<file path="src/rtl/piano_song_player.sv">
// piano_song_player: plays the stored 28-note piano melody on note_out.
// Each note is held for NOTE_CYCLES clocks.
// After each note, note_out is silent (code 0) for GAP_CYCLES clocks.
// This block feeds the note display and tone generator as the "listen first" demo.
module piano_song_player #(
  parameter int SONG_LEN    = 28,
  parameter int NOTE_CYCLES = 25000000,
  parameter int GAP_CYCLES  = 5000000
) (
  input  logic       clk,
  input  logic       reset,
  input  logic       start,
  input  logic       abort,
  output logic [2:0] note_out,
  output logic [4:0] note_idx,
  output logic       busy,
  output logic       done
);

  localparam int MAX_CYCLES = (NOTE_CYCLES > GAP_CYCLES) ? NOTE_CYCLES : GAP_CYCLES;
  localparam int TW         = (MAX_CYCLES > 1) ? $clog2(MAX_CYCLES) : 1;

  localparam logic [TW-1:0] NOTE_LAST = TW'(NOTE_CYCLES - 1);
  localparam logic [TW-1:0] GAP_LAST  = TW'(GAP_CYCLES - 1);
  localparam logic [4:0]    LAST_IDX  = 5'(SONG_LEN - 1);

  typedef enum logic [1:0] {
    IDLE = 2'd0,
    NOTE = 2'd1,
    GAP  = 2'd2,
    DONE = 2'd3
  } state_t;

  state_t        state, state_n;
  logic [TW-1:0] timer, timer_n;
  logic [2:0]    note_n;
  logic [4:0]    idx_n;
  logic          busy_n, done_n;

  // Melody ROM, shared with the piano game. Every real entry is nonzero.
  // A zero note code means silence.
  function automatic logic [2:0] rom_note(input logic [4:0] idx);
    case (idx)
      5'd0,  5'd1:  rom_note = 3'd1;
      5'd2,  5'd3:  rom_note = 3'd5;
      5'd4,  5'd5:  rom_note = 3'd6;
      5'd6:         rom_note = 3'd5;
      5'd7,  5'd8:  rom_note = 3'd4;
      5'd9,  5'd10: rom_note = 3'd3;
      5'd11, 5'd12: rom_note = 3'd2;
      5'd13:        rom_note = 3'd1;
      5'd14, 5'd15: rom_note = 3'd5;
      5'd16, 5'd17: rom_note = 3'd4;
      5'd18, 5'd19: rom_note = 3'd3;
      5'd20:        rom_note = 3'd2;
      5'd21, 5'd22: rom_note = 3'd5;
      5'd23, 5'd24: rom_note = 3'd4;
      5'd25, 5'd26: rom_note = 3'd3;
      5'd27:        rom_note = 3'd2;
      default:      rom_note = 3'd0;
    endcase
  endfunction

  // Next-state and next-output logic. Abort overrides start and timer expiry.
  always_comb begin
    state_n = state;
    timer_n = timer;
    note_n  = note_out;
    idx_n   = note_idx;
    busy_n  = busy;
    done_n  = done;
    if (abort) begin
      state_n = IDLE;
      timer_n = '0;
      note_n  = 3'd0;
      idx_n   = 5'd0;
      busy_n  = 1'b0;
      done_n  = 1'b0;
    end else begin
      case (state)
        IDLE, DONE: begin
          if (start) begin
            state_n = NOTE;
            timer_n = '0;
            idx_n   = 5'd0;
            note_n  = rom_note(5'd0);
            busy_n  = 1'b1;
            done_n  = 1'b0;
          end
        end
        NOTE: begin
          if (timer == NOTE_LAST) begin
            state_n = GAP;
            timer_n = '0;
            note_n  = 3'd0;
          end else begin
            timer_n = timer + TW'(1);
          end
        end
        GAP: begin
          if (timer == GAP_LAST) begin
            timer_n = '0;
            if (note_idx < LAST_IDX) begin
              state_n = NOTE;
              idx_n   = note_idx + 5'd1;
              note_n  = rom_note(note_idx + 5'd1);
            end else begin
              state_n = DONE;
              busy_n  = 1'b0;
              done_n  = 1'b1;
            end
          end else begin
            timer_n = timer + TW'(1);
          end
        end
      endcase
    end
  end

  // Registered state and outputs, with synchronous reset to the idle condition.
  always_ff @(posedge clk) begin
    if (reset) begin
      state    <= IDLE;
      timer    <= '0;
      note_out <= 3'd0;
      note_idx <= 5'd0;
      busy     <= 1'b0;
      done     <= 1'b0;
    end else begin
      state    <= state_n;
      timer    <= timer_n;
      note_out <= note_n;
      note_idx <= idx_n;
      busy     <= busy_n;
      done     <= done_n;
    end
  end

endmodule

</file>
<file path="config.mk">
export PLATFORM = sky130hd
export DESIGN_NAME = piano_song_player
export DESIGN_NICKNAME = d
export VERILOG_FILES = /design/src/rtl/piano_song_player.sv
export SDC_FILE = /design/constraint.sdc
export NUM_CORES = 1
export LEC_CHECK = 0
export BUFFER_PORTS_ARGS = -buffer_cell sky130_fd_sc_hd__buf_2
export CORE_MARGIN = 8
export CORE_UTILIZATION = 55
export CTS_CLUSTER_DIAMETER = 40
export DETAILED_ROUTE_END_ITERATION = 8
export HOLD_SLACK_MARGIN = 0.08
export PLACE_DENSITY_LB_ADDON = 0.05
export SLEW_MARGIN = 25
export SYNTH_ARGS = -nofsm -noshare
export SYNTH_HDL_FRONTEND = slang
export SYNTH_SLANG_ARGS = --single-unit
</file>
<file path="constraint.sdc">
create_clock -name clk -period 2.41 [get_ports clk]
set_input_delay 0.482 -clock clk [delete_from_list [all_inputs] [get_ports clk]]
set_output_delay 0.482 -clock clk [all_outputs]
set_load 0.02 [all_outputs]
</file>
-- Word-level counts from Yosys, hierarchy flattened
Memories as Yosys holds them, arrays and structs flattened.
Cells that the tools add are included.
- output and inout port bits: 10
- memories: 1
- bits in registers: 37
- input bits: 4
- ROM bits: 96
- memory list (memory ; words ; width ; rd ports ; clocked after memory_dff ; write ports ; line ; text):
    (name not given) ; 32 ; 3 ; 1 ; 0 ; 0 ; 43 ; case (idx)
- $lt $le $gt $ge: 1
- equality and inequality tests: 10
- reductions and logical operators: 8
- $add $sub $neg: 2
- multiplexer cells: 26
- operators by type and width (cell ; number):
    2-to-1 mux 25 bit ; 3
    one-hot mux 25 bit (3 select lines) ; 1
    adder 25 x 1 -> 25 bit (second input constant) ; 1
    equality test 25 x 23 -> 1 bit (second input constant) ; 1
    equality test 25 bit (second input constant) ; 1
    2-to-1 mux 5 bit ; 3
    2-to-1 mux 3 bit ; 4
    AND reduction 4 bit ; 3
    inequality test 2 bit (second input constant) ; 5
    one-hot mux 5 bit (2 select lines) ; 1
    one-hot mux 3 bit (3 select lines) ; 1
    2-to-1 mux 2 bit ; 4
    2-to-1 mux 1 bit ; 6
    one-hot mux 2 bit (3 select lines) ; 1
    adder 5 x 1 -> 5 bit (second input constant) ; 1
    < comparator 5 bit (second input constant) ; 1
    equality test 2 bit (second input constant) ; 2
    one-hot mux 1 bit (2 select lines) ; 2
    OR reduction 2 bit ; 2
    AND reduction 3 bit ; 1
    equality test 2 x 1 -> 1 bit (second input constant) ; 1
    zero test 2 bit ; 1
    nonzero test 2 bit ; 1

-- Longest topological paths before layout
An unclocked memory read counts as a cell.
- word-level depth: 5
- mapped depth: 9
- gate-level depth less buffers: 9

-- Worst setup path before layout
OpenSTA, ideal clock, no wires.
- path kind: reg-to-reg
- start: register note_idx[0]
- end: register note_out[1]
- stages on the path, launching flop included: 8
- data required time: 2.351 ns
- slack: 0.155 ns
- setup time: 0.059 ns
- buffers on the path: 0
- data arrival time: 2.196 ns
- path through: dfxtp_1 -> ha_1 -> nand3_1 -> xnor2_1 -> nor2_1 -> a211o_1 -> a2111oi_2 -> a31o_1
- cells in the longest elaborated chain, start to end: 5
- elaborated cells on any way between the ends: 8
- RTL lines (what ; line ; text):
    start: declaration ; 15 ; output logic [4:0] note_idx,
    start signal: assignment ; 133 ; note_idx <= idx_n;
    adder 5 x 1 -> 5 bit ; 106 ; note_n = rom_note(note_idx + 5'd1);
    memory read (32 x 3 bit) ; - ;
    2-to-1 mux 3 bit ; 103 ; if (note_idx < LAST_IDX) begin
    2-to-1 mux 3 bit ; 101 ; if (timer == GAP_LAST) begin
    one-hot mux 3 bit (3 select lines) ; 80 ; case (state)
    end signal: assignment ; 132 ; note_out <= note_n;
    end: declaration ; 14 ; output logic [2:0] note_out,
Several ways; a longest one is shown, not always the timed one. The select of a mux whose other input is x is not followed.
A chain may end at the register's enable or synchronous reset.

-- Final worst setup path
- start: register note_idx[1]
- end: register note_out[1]
Same word-level chain as after synthesis.

==> results.md <==
* Post-route ant nets at 0
* Hold Vio Cnt, Final at 0
* Design area at approximately 2600 sq um
* CTS root buf: clkbuf_8
* Max Clock Skew at 0.00463 ns
* Die width at roughly 80 um
* Filler cell count at 351
* Site Rows at 23
* Worst setup margin at 0.117 ns
* Yosys reg bits at 37
* Via count at between 2,000 and 2,500
* Initial antenna violation count at 0
* Num ports at 14
* Placed cell count at 355
* Via density at 6.10
* CTS tree: built
* Yosys warns at 0
* Tot Pwr at between 1 and 1.5 mW
* Routability cong. at roughly 0.85
* Initial Util at between 50% and 60%
* Final Max Tran Viols at 0
* Area contributors post-synth: dfxtp_1 (33%), nand2_1 (5.5%), a31oi_1 (5.3%)
* EDFF count, synth at 0
* Commonest non-fill, non-tap cells in the layout: dfxtp_1 (37), nand2_1 (33), nand3_1 (23)
* Setup violations, final at 0
* RSZ-0062 raised after global routing: no
* Synthesized area per cell at between 7 and 8 sq um
* Synth Cell Area at 2250 sq um
* Layout Nets at ~320
* Htree depth at 2
* Cells after synthesis at 290
* Peak Freq at 436 MHz
* Post-CTS Resized at 0
* Startpoint types: flop
* DRT Pass-1 Iters at 5
* Full die area at roughly 6400 sq um
* Core area at approximately 4000 sq um
* CTS Buffer Depth at 2
* Grt ovf at 0
* Layout Utilization at between 60% and 70%
* Yosys top cell by area: dfxtp_1
* Number of clock sinks at 37
* Slew margin rel. at around 60%
* Dpl ws at around 0.12 ns
* Critical path class: flop to flop
* Peak VDD IR at 0.267 mV
* Max Cap Violations at 0
* IO buf count at 13
* Period utilisation layout at a little over nine tenths
* Cell variety after synth at 54
* WL/cell at about 15 um
* Post-Route WL at approximately 5400 um
* Dpl cell area at about 2400 sq um
* Status: finished clean
* Synth top area share at 33.0%
* Total CTS buffers at 5
* Hold_buf cts at 0
* Async S/R FF share, synth at 0%
* Vias in the first global route at 1,880
* Dominant synthesized flop cell: dfxtp_1
* Initial drt markers at between 150 and 200
* Layout cells sized above 1 at between 10% and 20%
* Worst Setup End Kind: flop
* Data required, critical path at 2.60 ns
* Leakage dissipation at 0.881 nW
* Final min period at around 2.3 ns
* Die Y-Extent at about 80 um
* FF-to-FF setup slack at between 0.1 and 0.15 ns
* Commonest non-fill, non-tap cell in the layout: dfxtp_1
* Hpwl dp at slightly below 4000 um
* Critical Path Fanout Max at 8
* Finished Layout Cells at ~360
* Pwr per Cell Area at between 400 and 500 nW/um^2
* Buffer count from post-CTS setup fixing at 0
* Reg clk slew, reported paths at about 0.070 ns
* First-pass GRT wire length at ~9100 um
* Area Overhead vs Synth at 14.7%
* Seq/Total Area, Yosys at between 30% and 40%
* GR Util All Layers at 17.7%
* CP arrival at approximately 2.5 ns
* Min-delay worst type: flop to flop
* Antenna cells at 0
* Syn nets at between 300 and 400
* # DRC at 0
* Worst slew pin tran at around 0.6 ns
* Clock Latency Late Sink at approximately 0.29 ns
* Largest net degree at the start of global routing at 40
* Setup TNS at 0 ns
* Hold Worst Slack at around 0.47 ns
[synth_stat cells (3+ instances only)]
master / number
dfxtp_1: 37
clkbuf_1: 5
inv_1: 14
nor2b_1: 3
a211oi_1: 4
nand3_1: 23
or3_1: 3
nand2b_1: 7
ha_1: 8
clkbuf_2: 3
nor4_1: 3
nor2_1: 20
o21ai_0: 20
and4_1: 3
nand2_1: 33
a31oi_1: 19
nand4_1: 9
or2_2: 3
nor3_1: 6
xnor2_1: 3
a21oi_1: 22
[report_power, final]
| group | total, mW | switching [mW] | internal (mW) |
|---|---|---|---|
| Combinational | 0.0624 | 0.0406 | 0.0219 |
| Clock | 0.557 | 0.220 | 0.337 |
| Sequential | 0.617 | 0.00269 | 0.614 |
[area by class of cell]
cell class | instances | area [sq um] | share of cell area, %
clock buffer | 7 | 86.3 | 3.35
clock inverter | 1 | 30.0 | 1.17
inverter | 14 | 52.6 | 2.04
multi-input combinational | 227 | 1420 | 55.2
sequential | 37 | 741 | 28.8
tap | 50 | 62.6 | 2.43
timing repair buffer | 27 | 183 | 7.09
[flip-flops by register name, indices dropped and copies added (netlist names)]
signal    count
state         2
busy          1
timer        25
note_idx      5
note_out      3
done          1
[worst max-delay path, cell delays in order (launching register included)]
cell	delay, ns
dfxtp_1	0.46
ha_1	0.29
inv_1	0.07
ha_1	0.40
inv_1	0.12
nor2_1	0.17
a211oi_1	0.08
a211oi_1	0.31
a2111oi_2	0.09
a31o_1	0.19
[final timing paths]
check / end / cells past startpoint / startpoint
max: note_out[1] / 9 / note_idx[1]
min: note_out[2] / 2 / note_out[2]
max reg2reg: note_out[1] / 9 / note_idx[1]
min reg2reg: note_out[2] / 2 / note_out[2]
[cells by family after synthesis]
group	synth area share [%]
buffers and inverters	5.29
adder cells (fa/ha/maj)	4.46
flip-flops	33.0
XOR/XNOR	1.95
multiplexers	0.891
AO/OA/AOI/OAI	25.2
AND/OR/NAND/NOR	29.2
[metal layers]
| layer | track usage, % | vias to the layer above | routed length, um |
|---|---|---|---|
| met5 | 0 | - | 0 |
| met4 | 4.91 | 0 | 45 |
| met3 | 4.28 | 4 | 277 |
| met2 | 24.1 | 52 | 2300 |
| met1 | 26.2 | 1041 | 2790 |
| li1 | - | 1118 | - |
No activity file was read; power rests on OpenSTA's default activity.
